--- config.mk ---
export PLATFORM = sky130hd
export DESIGN_NAME = matrix_element_sender
export DESIGN_NICKNAME = d
export VERILOG_FILES = /design/src/rtl/matrix_element_sender.sv
export SDC_FILE = /design/constraint.sdc
export NUM_CORES = 1
export LEC_CHECK = 0
export ABC_AREA = 1
export BUFFER_PORTS_ARGS = -buffer_cell sky130_fd_sc_hd__buf_2
export CAP_MARGIN = 20
export CELL_PAD_IN_SITES_DETAIL_PLACEMENT = 0
export CELL_PAD_IN_SITES_GLOBAL_PLACEMENT = 1
export CORE_MARGIN = 2
export CORE_UTILIZATION = 40
export DETAILED_ROUTE_END_ITERATION = 10
export PLACE_DENSITY = 0.75
export SYNTH_ARGS = -nofsm -noshare
export SYNTH_HDL_FRONTEND = slang
export SYNTH_SLANG_ARGS = --single-unit
--- constraint.sdc ---
create_clock -name clk -period 2.7 [get_ports clk]
set_clock_uncertainty 0.1 [all_clocks]
set_input_delay 0.54 -clock clk [delete_from_list [all_inputs] [get_ports clk]]
set_output_delay 0.54 -clock clk [all_outputs]
set_load 0.01 [all_outputs]
--- src/rtl/matrix_element_sender.sv ---
// Serialises one signed matrix element as ASCII decimal plus a separator onto a UART TX byte stream.
// Define SENDER_CRLF_EN to emit every newline as CR LF instead of a bare LF.
module matrix_element_sender #(
  parameter int DATA_W     = 8,
  parameter int MAX_DIGITS = 3
) (
  input  logic              clk,
  input  logic              rst_n,
  input  logic              start,
  input  logic [DATA_W-1:0] data,
  input  logic              is_last_col,
  input  logic              newline_only,
  output logic              done,
  output logic              busy,
  output logic [7:0]        tx_data,
  output logic              tx_valid,
  input  logic              tx_ready
);

  localparam int KW = (MAX_DIGITS > 1) ? $clog2(MAX_DIGITS) : 1;

  typedef enum logic [2:0] {
    IDLE,
    CONV,
    SEND_SIGN,
    SEND_DIG,
    SEND_SEP,
`ifdef SENDER_CRLF_EN
    SEND_CR,
`endif
    SEND_LF,
    DONE
  } state_t;

`ifdef SENDER_CRLF_EN
  localparam state_t     NL_STATE = SEND_CR;
  localparam logic [7:0] NL_BYTE  = 8'h0D;
`else
  localparam state_t     NL_STATE = SEND_LF;
  localparam logic [7:0] NL_BYTE  = 8'h0A;
`endif

  function automatic logic [31:0] pow10_f(input int k);
    logic [31:0] p;
    p = 32'd1;
    for (int i = 0; i < k; i++) p = p * 32'd10;
    return p;
  endfunction

  function automatic logic [7:0] ascii_digit(input logic [3:0] d);
    return {4'h3, d};
  endfunction

  logic [31:0] pow10 [MAX_DIGITS];

  for (genvar gi = 0; gi < MAX_DIGITS; gi++) begin : g_pow10
    assign pow10[gi] = pow10_f(gi);
  end

  state_t          state_reg;
  logic [DATA_W:0] mag_reg;
  logic            neg_reg;
  logic            last_col_reg;
  logic [KW-1:0]   k_reg;
  logic [3:0]      cur_digit_reg;
  logic            started_reg;
  logic [KW-1:0]   wr_idx_reg;
  logic [KW-1:0]   last_idx_reg;
  logic [KW-1:0]   send_idx_reg;
  logic [3:0]      digits_reg [MAX_DIGITS];

  logic [KW-1:0]   send_idx_next;
  logic [DATA_W:0] data_mag;

  assign send_idx_next = send_idx_reg + KW'(1);
  // Magnitude is one bit wider so the most negative value has a representable absolute value.
  assign data_mag = data[DATA_W-1] ? (~{1'b1, data} + (DATA_W+1)'(1)) : {1'b0, data};

  always_ff @(posedge clk) begin
    if (!rst_n) begin
      state_reg     <= IDLE;
      done          <= 1'b0;
      busy          <= 1'b0;
      tx_valid      <= 1'b0;
      tx_data       <= 8'h00;
      mag_reg       <= '0;
      neg_reg       <= 1'b0;
      last_col_reg  <= 1'b0;
      k_reg         <= '0;
      cur_digit_reg <= '0;
      started_reg   <= 1'b0;
      wr_idx_reg    <= '0;
      last_idx_reg  <= '0;
      send_idx_reg  <= '0;
      for (int i = 0; i < MAX_DIGITS; i++) digits_reg[i] <= '0;
    end else begin
      done <= 1'b0;
      case (state_reg)
        IDLE: begin
          if (start) begin
            busy          <= 1'b1;
            neg_reg       <= data[DATA_W-1];
            last_col_reg  <= is_last_col;
            mag_reg       <= data_mag;
            k_reg         <= KW'(MAX_DIGITS - 1);
            cur_digit_reg <= '0;
            started_reg   <= 1'b0;
            wr_idx_reg    <= '0;
            send_idx_reg  <= '0;
            if (newline_only) begin
              state_reg <= NL_STATE;
              tx_valid  <= 1'b1;
              tx_data   <= NL_BYTE;
            end else begin
              state_reg <= CONV;
            end
          end
        end

        CONV: begin
          if (32'(mag_reg) >= pow10[k_reg]) begin
            mag_reg       <= mag_reg - pow10[k_reg][DATA_W:0];
            cur_digit_reg <= cur_digit_reg + 4'd1;
          end else begin
            // Digit k is final; keep it unless it is a leading zero (units digit always kept).
            if (cur_digit_reg != 4'd0 || started_reg || k_reg == '0) begin
              digits_reg[wr_idx_reg] <= cur_digit_reg;
              last_idx_reg           <= wr_idx_reg;
              wr_idx_reg             <= wr_idx_reg + KW'(1);
              started_reg            <= 1'b1;
            end
            cur_digit_reg <= '0;
            if (k_reg == '0) begin
              tx_valid <= 1'b1;
              if (neg_reg) begin
                state_reg <= SEND_SIGN;
                tx_data   <= 8'h2D;
              end else begin
                state_reg <= SEND_DIG;
                tx_data   <= ascii_digit(started_reg ? digits_reg[0] : cur_digit_reg);
              end
            end else begin
              k_reg <= k_reg - KW'(1);
            end
          end
        end

        SEND_SIGN: begin
          if (tx_ready) begin
            state_reg    <= SEND_DIG;
            tx_data      <= ascii_digit(digits_reg[0]);
            send_idx_reg <= '0;
          end
        end

        SEND_DIG: begin
          if (tx_ready) begin
            if (send_idx_reg != last_idx_reg) begin
              send_idx_reg <= send_idx_next;
              tx_data      <= ascii_digit(digits_reg[send_idx_next]);
            end else if (last_col_reg) begin
              // Last column skips the space slot and goes straight to the newline.
              state_reg <= NL_STATE;
              tx_data   <= NL_BYTE;
            end else begin
              state_reg <= SEND_SEP;
              tx_data   <= 8'h20;
            end
          end
        end

        SEND_SEP: begin
          if (tx_ready) begin
            state_reg <= DONE;
            tx_valid  <= 1'b0;
            done      <= 1'b1;
          end
        end

`ifdef SENDER_CRLF_EN
        SEND_CR: begin
          if (tx_ready) begin
            state_reg <= SEND_LF;
            tx_data   <= 8'h0A;
          end
        end
`endif

        SEND_LF: begin
          if (tx_ready) begin
            state_reg <= DONE;
            tx_valid  <= 1'b0;
            done      <= 1'b1;
          end
        end

        DONE: begin
          state_reg <= IDLE;
          busy      <= 1'b0;
        end

        default: begin
          state_reg <= IDLE;
          tx_valid  <= 1'b0;
          busy      <= 1'b0;
        end
      endcase
    end
  end

endmodule

== After elaboration in Yosys (flattened, before gate mapping) ==
Memories as Yosys holds them, arrays and structs flattened.
Cells that the tools add are included.

* Order comparisons: 2
* Equality and inequality tests: 19
* Add/sub/neg operators: 6
* Bitwise logic cells: 5
* Reductions and logical operators: 24
* Mux-type cells: 66

{| class="wikitable"
|+ Operators with widths
! kind !! number
|-
| $bmux 32 s2 || 1
|-
| $mux 32 || 2
|-
| $mux 8 || 6
|-
| $ge 9x32->1 || 1
|-
| $pmux 8 s4 || 1
|-
| $mux 9 || 3
|-
| $mux 3 || 8
|-
| $ne 2x2->1 const B || 11
|-
| $mux 2 || 10
|-
| $mux 1 || 19
|-
| $pmux 9 s2 || 1
|-
| $mux 4 || 4
|-
| $pmux 3 s5 || 1
|-
| $reduce_and 7->1 || 2
|-
| $mux 6 || 2
|-
| $add 9x1->9 const B || 1
|-
| $eq 3x3->1 const B || 3
|-
| $not 9->9 || 1
|-
| $sub 9x9->9 || 1
|-
| $pmux 2 s2 || 2
|-
| $pmux 4 s2 || 1
|-
| $reduce_and 2->1 || 4
|-
| $reduce_and 4->1 || 2
|-
| $reduce_bool 4->1 || 2
|-
| 26 further kinds || 33
|}

* Memories kept: 1
* RAM bits: 12
* Input port bits: 14
* Bits in registers: 38

{| class="wikitable"
|+ Memory list
! memory !! words !! bits a word !! read ports !! clocked after memory_dff !! wr ports !! RTL line !! RTL
|-
| digits_reg || 3 || 4 || 2 || 0 || 3 || 70 || <nowiki>logic [3:0] digits_reg [MAX_DIGITS];</nowiki>
|}

== Depth between registers and ports, before layout ==
Gate-level depths: netlist (run 1).

* Depth after elaboration: 11
* Mapped depth: 17
* Gate-level depth less buffers: 17

== Worst setup path before layout (run 1) ==
OpenSTA, ideal clock, no wires.

* Path type: reg2reg
* From: reg k_reg[1]
* To: mem digits_reg[3][0] (enable)
* Required time: 2233 ps
* Cell stages (with the launch flop): 12
* Setup slack: -224 ps
* Clock period less this slack: 2924 ps
* Setup time: 367 ps
* Arrival time: 2457 ps
* Path through: dfxtp_1 > inv_1 > ha_1 > inv_1 > ha_1 > a21o_1 > o21bai_1 > nor2_1 > nor4_1 > ha_1 > nand4_4 > nor3b_1

{| class="wikitable"
|+ RTL lines
! element !! RTL line !! RTL
|-
| start: declaration || 64 || <nowiki>logic [KW-1:0] k_reg;</nowiki>
|-
| start signal: assignment || 105 || <nowiki>k_reg <= KW'(MAX_DIGITS - 1);</nowiki>
|-
| start signal: assignment || 143 || <nowiki>k_reg <= k_reg - KW'(1);</nowiki>
|-
| end: declaration || 70 ||
|}

==> metrics.txt, run 1 <==
Final min period between 2000 and 3000 ps; synthesized area per cell 6.982 um2; overall routed net length roughly 8400 um; share of the yosys chip area belonging to registers 35.26%; Hold WS approximately 380 ps; Initial DRT Pass Iterations 4; Leak a little under 2 nW; CP Max Fanout 4; Nets 576; max-slew violation total from the final report 0; via count ~3100; die height between 90 and 100 um; Crit Path Category register to register; io pins 25; Slew HR approximately 67%; #FFs+latches synth 52; die area 9272 um2; FMAX 379.8 MHz; Die X 96.29 um; root buf cell clkbuf_8; buffers added on ports 22; max cap viols 0; CP Data Required Time around 2700 ps; Synth-to-Final Area Change 23.03%; Critical Path End Type register; CTS tree done; status finished clean; FF/Latch Area 1209 um2; Worst Setup SP k_reg[1]$_SDFFE_PN0P_; Warnings, synthesis 0; Max clock buf depth 2; GRT Total Usage a little under a fifth; Inserted Clock Buffers 5; FF-to-FF setup slack 70 ps; reg2reg start k_reg[1]$_SDFFE_PN0P_; initial antenna violation count 0; vias in the first global route 2996; final hold viol count 0; final core occ 51.01%; placed instance area 3772 um2; fraction of layout cells with a size suffix above 1 ~24%; TNS Setup 0 ps; DRT antenna net count 0; GP Congestion roughly 0.85; most frequent cells in the layout 130 x nand2_1, 59 x nor2_1, 49 x inv_1; Arr. time, crit path 2580 ps; CTS Sinks 52; CTS H-tree depth 2; area of the multi-input gates about 2100 um2; Final setup viols 0; largest net degree at the start of global routing 32; post-layout instance area 4192 um2; synthesized area between 3000 and 4000 um2; DPL Wire Length 6181 um; HP Start tx_valid$_SDFFE_PN0P_; Worst-Skew Late Latency a little over 300 ps; first-pass GRT wire length roughly 14000 um; number of inserted diodes 0; fillers ~800; commonest non-fill, non-tap cell in the layout nand2_1; clk slew on worst S/H paths about 110 ps; worst slew pin tran between 400 and 500 ps; RSZ-0062 raised after global routing true; fin crit share 97.52%; total gr overflow 0; Gate Count Post-Synth approximately 500; min-delay worst type register to register; Yosys cell types ~40; initial core utilization 41.46%; Avg WL per Cell 13.00 um; row cnt 33; max reg flops 16; Critical Path Start Type register; PwrDens between 1000 and 1500 nW/um2; vias per cell approximately 4.8; DR iter-0 viols 141; Core Area 8217 um2; highest ir drop seen on vdd about 0.57 mV; DRC viols 0
## final cells by class
type                            instances  area share (%)
Sequential cell                        52           28.84
Tap cell                              105           3.134
Timing Repair Buffer                   53           8.746
Multi-Input combinational cell        366           51.10
Clock buffer                            5           1.642
Clock inverter                          3          0.6269
Inverter                               62           5.910
## report_power, final
group,switching (mW),internal (mW),total (mW)
Sequential,0.180,0.993,1.17
Clock,0.288,0.190,0.478
Combinational,1.72,1.19,2.91
Total,2.19,2.38,4.57
## critical path, stage by stage, from the launching register on
cell      delay [ps]
dfxtp_4          390
inv_6             50
ha_4             160
inv_4             50
ha_4             190
a21o_1           170
o21bai_1         190
nor2_1            90
nor4_2           150
ha_2             280
nand4_4          160
nor2_8           200
nand2_4           90
nand2_4           90
## cell families after synthesis
group / after synthesis / share of synthesized area, %
AND/OR/NAND/NOR: 263 / 34.81
AO/OA/AOI/OAI: 75 / 12.16
buffers and inverters: 72 / 8.593
flip-flops: 52 / 35.26
adder cells (fa/ha/maj): 22 / 8.300
XOR/XNOR: 3 / 0.7713
other: 1 / 0.1101
## path summary, 6_finish.rpt
check | to | cells after the start
worst max register to register | digits_reg[1][0]$_SDFFCE_PN0P_ | 13
worst min register to register | tx_valid$_SDFFE_PN0P_ | 2
worst min-delay path | tx_valid$_SDFFE_PN0P_ | 2
worst max-delay path | digits_reg[1][0]$_SDFFCE_PN0P_ | 13
## through the flow
| stage | power (mW) | setup slack (ps) | cells |
|---|---|---|---|
| 6_report | 4.565 | 66.91 | 646 |
| 5_1_grt | 5.009 | -61.84 | 646 |
| 4_1_cts | 4.489 | -42.05 | 644 |
| 3_5_place_dp | 3.703 | -172.1 | 627 |
| 3_3_place_gp | 3.688 | -86.57 | 627 |
| 2_1_floorplan | 2.988 | -10.19 | 489 |
## cell usage after synthesis (all sizes together)
cell,count,share of area [%]
fa,1,0.59
nor2,80,10
o21ba,1,0.29
nor3b,1,0.22
buf,7,1.4
dfxtp,36,21
edfxtp,16,14
conb,1,0.11
inv,60,6.7
nand3,28,4.6
a22oi,1,0.22
a21oi,36,5.8
o31ai,1,0.22
xnor2,1,0.26
or2,1,0.18
nand2,142,17
a21o,1,0.22
o21a,1,0.22
xor2,2,0.51
nor3,1,0.15
clkbuf,3,0.33
nand3b,2,0.44
ha,21,7.7
nor4,1,0.18
clkinv,2,0.22
o21bai,1,0.22
o21ai,32,4.7
nand4,7,1.7
a21boi,1,0.22
## per-layer routing
layer | track usage, % | wire length (um) | vias to the layer above
li1 | - | - | 1668
met1 | 23.15 | 3871 | 1391
met2 | 35.65 | 4282 | 36
met3 | 2.349 | 146 | 9
met4 | 5.047 | 97 | 0
met5 | 0 | 0 | -
## repair_timing
item,in CTS,in global routing
endpoints found under the hold margin,0,0
cloned,1,0
endpoints found under the setup margin,50,55
hold buffers,0,0
gates resized for setup,35,26
setup buffers,8,2
pin swaps,9,11
(Power assumes the default switching activity.)
==> run 2: changes to the inputs <==
Settings changed: CELL_PAD_IN_SITES_DETAIL_PLACEMENT 0 to default, CELL_PAD_IN_SITES_GLOBAL_PLACEMENT 1 to default, CORE_UTILIZATION 40 to 55, CTS_CLUSTER_DIAMETER from default to 200, RECOVER_POWER from default to 50.
==> run 2 against run 1 <==
The flow now finishes with violations (negative setup slack). Sequential share of layout area hardly changed. Wire length is 8.4% higher. Global-route usage is 5.9 points higher.
==> metrics.txt, run 2 (synthesis results as in run 1) <==
Critical path buffers and inverters 2; critical-path cell list inv_4 > ha_2 > inv_2 > ha_4 > nand2_2 > nor2_2 > o21bai_1 > nor2_1 > nor4_2 > ha_2 > nand4_4 > nor2_8 > nand2_4 > nand2_4; Synth-to-Final Area Change 22.62%; CP Data Required Time ~2700 ps; Crit Path Category register to register; Die X 82.71 um; min-delay worst type register to register; Worst path slowest cell dfxtp_4; Initial DRT Pass Iterations 5; row cnt 28; FMAX 337.8 MHz; CP peak stage delay around 390 ps; post-layout instance area ~4200 um2; Avg WL per Cell 14.68 um; fin crit share 109.6%; CTS H-tree depth 2; Critical Path Start Type register; failing checks negative setup slack; CP Max Fanout 4; total gr overflow 0; placed instance area roughly 3700 um2; dpl cells roughly 600; Crit path max-delay family simple AND/OR/NAND/NOR gates; post-placement worst setup slack -159.5 ps; highest ir drop seen on vdd roughly 0.65 mV; TNS Setup -10960 ps; clk slew on worst S/H paths about 110 ps; Critical Path End Type register; hold-fix buffer count after cts 0; DRC viols 0; die area approximately 7000 um2; Post-Layout Cell Count 620; Worst Setup SP k_reg[0]$_SDFFE_PN0P_; status finished with violations; DRT antenna net count 0; via count around 3300; DPL Wire Length 5998 um; vias per cell around 5.4; fraction of layout cells with a size suffix above 1 roughly 24%; first-pass GRT wire length ~13000 um; Final setup viols 57; number of inserted diodes 0; Leak between 1.5 and 2 nW; max cap viols 0; initial antenna violation count 0; FF-to-FF setup slack -260 ps; initial core utilization a little under three fifths; Worst-Skew Late Latency around 330 ps; fillers about 460; CTS Sinks 52; reg2reg start k_reg[0]$_SDFFE_PN0P_; most frequent cells in the layout 130 x nand2_1, 59 x nor2_1, 49 x inv_1; root buf cell clkbuf_8; Inserted Clock Buffers 5; vias in the first global route about 3000; max-slew violation total from the final report 0; CTS tree done; die height a little over 80 um; final hold viol count 0; Final min period about 3000 ps; commonest non-fill, non-tap cell in the layout nand2_1; buffers added on ports 22; overall routed net length a little over 9000 um; max reg flops 16; Arr. time, crit path 2920 ps; Max clock buf depth 2; HP Start tx_valid$_SDFFE_PN0P_; largest net degree at the start of global routing 32; GP Congestion 0.8910; RSZ-0062 raised after global routing true; io pins 25; DR iter-0 viols about 170; Nets slightly below 600; PwrDens about 1200 nW/um2; GRT Total Usage 25.09%; Core Area 5956 um2; Worst Slack Setup Final -260.4 ps
run 2: cell count changes in the layout (fill, tap and decap cells not counted), moves of 2 or more:
cell / previous run / this run
nand3_1: 25 / 23
clkbuf_1: 0 / 5
o21ai_0: 30 / 28
o21ai_2: 0 / 2
buf_4: 27 / 31
clkinv_4: 2 / 0
ha_4: 7 / 5
buf_2: 22 / 17
inv_4: 2 / 4
run 2: through the flow:
stage          total power [mW]  util [%]  hold WS (ps)
2_1_floorplan             2.988         -         335.4
3_3_place_gp              3.608     62.58         347.1
3_5_place_dp              3.666     62.58         349.4
4_1_cts                   4.328     65.69         364.9
5_1_grt                   5.183     70.15         401.6
6_report                  4.843     70.15         362.3
run 2: path summary, 6_finish.rpt:
check	to	cells after the start
setup / recovery	digits_reg[1][1]$_SDFFCE_PN0P_	14
hold / removal	tx_valid$_SDFFE_PN0P_	2
setup reg to reg	digits_reg[1][1]$_SDFFCE_PN0P_	14
hold reg to reg	tx_valid$_SDFFE_PN0P_	2
run 2: power breakdown:
part           leakage (nW)  internal, mW  switching, mW  total (mW)
Sequential            0.458         0.991          0.185        1.18
Clock                0.0511         0.197          0.310       0.507
Combinational          1.44          1.28           1.89        3.16
run 2: repair_timing:
action	CTS	global route
cloned	0	1
setup endpoints to repair	52	57
resized for setup	12	54
setup buffers	7	8
pin swaps	5	11
run 2: area by class of cell:
type	instances	area (um2)	area share [%]
Multi-Input combinational cell	366	2156	51.60
Sequential cell	52	1206	28.87
Timing Repair Buffer	57	381.6	9.134
Inverter	62	242.7	5.810
Tap cell	75	93.84	2.246
Clock buffer	5	68.82	1.647
Clock inverter	3	28.78	0.6888
run 2: worst reg2reg max path, delay by kind of cell, from the launching register on:
| kind | cells | cell delay [ps] |
|---|---|---|
| AND/OR/NAND/NOR | 8 | 1140 |
| flip-flops | 1 | 390 |
| adder cells (fa/ha/maj) | 3 | 700 |
| buffers and inverters | 2 | 140 |
| AO/OA/AOI/OAI | 1 | 200 |
run 2: metal layers:
layer	vias up	share of wire, %	global-route usage [%]
met2	123	49	43.79
met4	0	2.6	9.344
met3	23	6.4	4.348
met5	-	0	0
met1	1516	42	30.83
li1	1668	-	-
==> run 3: changes to the inputs <==
Clock period 2.7 ns to 2.6 ns, I/O delays scaled along.
==> run 3 against run 2 <==
The run still ends with negative setup slack left. Sequential share of layout area decreased by 0.72 points. Clock power fell by 8.3%. Wire length down 4.3%. Via count fell by 3.6%. Clock-buffer cell count up 1. Largest power group unchanged. Highest routed layer unchanged.
==> metrics.txt, run 3 (synthesis results as in run 1) <==
failing checks negative setup slack; Worst-Skew Late Latency 310 ps; Final min period 2815 ps; total gr overflow 0; r2r endpoint digits_reg[0][3]$_SDFFCE_PN0P_; max cap viols 0; PwrDens around 1200 nW/um2; CTS tree done; FF-to-FF setup slack -210 ps; initial antenna violation count 0; Critical Path End Type register; CTS Sinks 52; status finished with violations; vias in the first global route approximately 3100; Leak a little under 2 nW; Hold WS 361.6 ps; DRT antenna net count 0; initial core utilization 57.21%; commonest non-fill, non-tap cell in the layout nand2_1; row cnt 28; max-slew violation total from the final report 0; fin crit share 108.3%; Nets 579; FMAX 355.3 MHz; Final setup viols 57; Post-Layout Cell Count approximately 620; GRT Total Usage approximately 26%; Avg WL per Cell 14.08 um; clk slew on worst S/H paths 100 ps; via count 3211; CP Max Fanout 4; Core Area between 5000 and 6000 um2; CP peak stage delay 360 ps; worst slew pin tran ~540 ps; final hold viol count 0; Worst Hold Depth 3; io pins 25; fillers 460; reg2reg path depth 13; Hold Path Sink done$_SDFF_PN0_; Arr. time, crit path approximately 2800 ps; Critical Path Start Type register; overall routed net length roughly 8700 um; Inserted Clock Buffers 5; die height between 80 and 90 um; DPL Wire Length approximately 5900 um; Synth-to-Final Area Change 25.78%; Crit Path Category register to register; GP Congestion about 0.93; HP Start tx_ready; max reg flops 16; CP Data Required Time 2530 ps; die area between 6000 and 7000 um2; Initial DRT Pass Iterations 4; reg2reg start k_reg[1]$_SDFFE_PN0P_; Die X 82.71 um; Slew HR around 64%; vias per cell around 5.2; buffers added on ports 22; number of inserted diodes 0; critical-path cell list inv_4 > ha_4 > inv_4 > ha_4 > a21o_1 > o21bai_1 > nor2_1 > nor4_2 > ha_2 > nand4_4 > nor2_8 > nand2_4 > nand2_4; largest net degree at the start of global routing 32; Worst Slack Setup Final -214.5 ps; most frequent cells in the layout 126 x nand2_1, 59 x nor2_1, 49 x inv_1; RSZ-0062 raised after global routing true; post-placement worst setup slack -224.0 ps; TNS Setup -7958 ps; first-pass GRT wire length approximately 13000 um; DRC viols 0; CTS H-tree depth 2; Worst path slowest cell dfxtp_2; min-delay worst type primary input to register; Max clock buf depth 2; highest ir drop seen on vdd slightly above 0.9 mV; DR iter-0 viols 160; root buf cell clkbuf_8; dpl cells around 600; fraction of layout cells with a size suffix above 1 25.37%
[run 3: worst max-delay path by stage]
stage | start | to | slack (ps)
2_1_floorplan | k_reg[1]$_SDFFE_PN0P_ | digits_reg[0][0]$_SDFFCE_PN0P_ | -70
3_3_place_gp | k_reg[1]$_SDFFE_PN0P_ | digits_reg[0][2]$_SDFFCE_PN0P_ | -140
3_5_place_dp | k_reg[1]$_SDFFE_PN0P_ | digits_reg[3][0]$_DFFE_PP_ | -220
4_1_cts | k_reg[0]$_SDFFE_PN0P_ | digits_reg[0][0]$_SDFFCE_PN0P_ | 0.3
5_1_grt | k_reg[0]$_SDFFE_PN0P_ | digits_reg[0][0]$_SDFFCE_PN0P_ | -340
6_report | k_reg[1]$_SDFFE_PN0P_ | digits_reg[0][3]$_SDFFCE_PN0P_ | -210
[run 3: layout make-up]
| type | instances | area (um2) | share of cell area (%) |
|---|---|---|---|
| Sequential cell | 52 | 1206 | 28.15 |
| Multi-Input combinational cell | 366 | 2263 | 52.82 |
| Clock buffer | 6 | 72.57 | 1.693 |
| Timing Repair Buffer | 56 | 389.1 | 9.080 |
| Clock inverter | 2 | 12.51 | 0.2920 |
| Tap cell | 75 | 93.84 | 2.190 |
| Inverter | 62 | 247.7 | 5.781 |
[run 3: routing by layer]
layer | GRT usage, % | vias up | part of all wire, %
met5 | 0 | - | 0
met2 | 48.71 | 76 | 52
li1 | - | 1670 | -
met1 | 28.95 | 1445 | 43
met4 | 8.689 | 0 | 2.1
met3 | 3.913 | 20 | 3.3
[run 3: stage by stage]
| step | instance area [um2] | total power [mW] | utilization (%) |
|---|---|---|---|
| 5_1_grt | 4285 | 5.469 | 71.95 |
| 6_report | 4285 | 5.034 | 71.95 |
| 3_5_place_dp | 3815 | 3.892 | 64.05 |
| 3_3_place_gp | 3815 | 3.841 | 64.05 |
| 4_1_cts | 4014 | 4.537 | 67.40 |
| 2_1_floorplan | 3481 | 3.145 | - |
[run 3: critical path: cells and delay by family (launching register included)]
family	cells	cell delay [ps]
fa+ha+maj	3	680
flops	1	360
compound gates	2	390
simple gates	6	890
buf+inv	2	130
[run 3: timing repair]
| item | 4_1_cts | 5_1_grt |
|---|---|---|
| hold buffers | 0 | 0 |
| setup endpoints to repair | 57 | 57 |
| gates resized for setup | 14 | 56 |
| pin swaps | 6 | 13 |
| gates cloned | 0 | 1 |
| buffers inserted | 5 | 4 |
[run 3: report_power, final]
| part | switching (mW) | internal, mW |
|---|---|---|
| Combinational | 1.98 | 1.36 |
| Sequential | 0.199 | 1.03 |
| Clock | 0.276 | 0.189 |
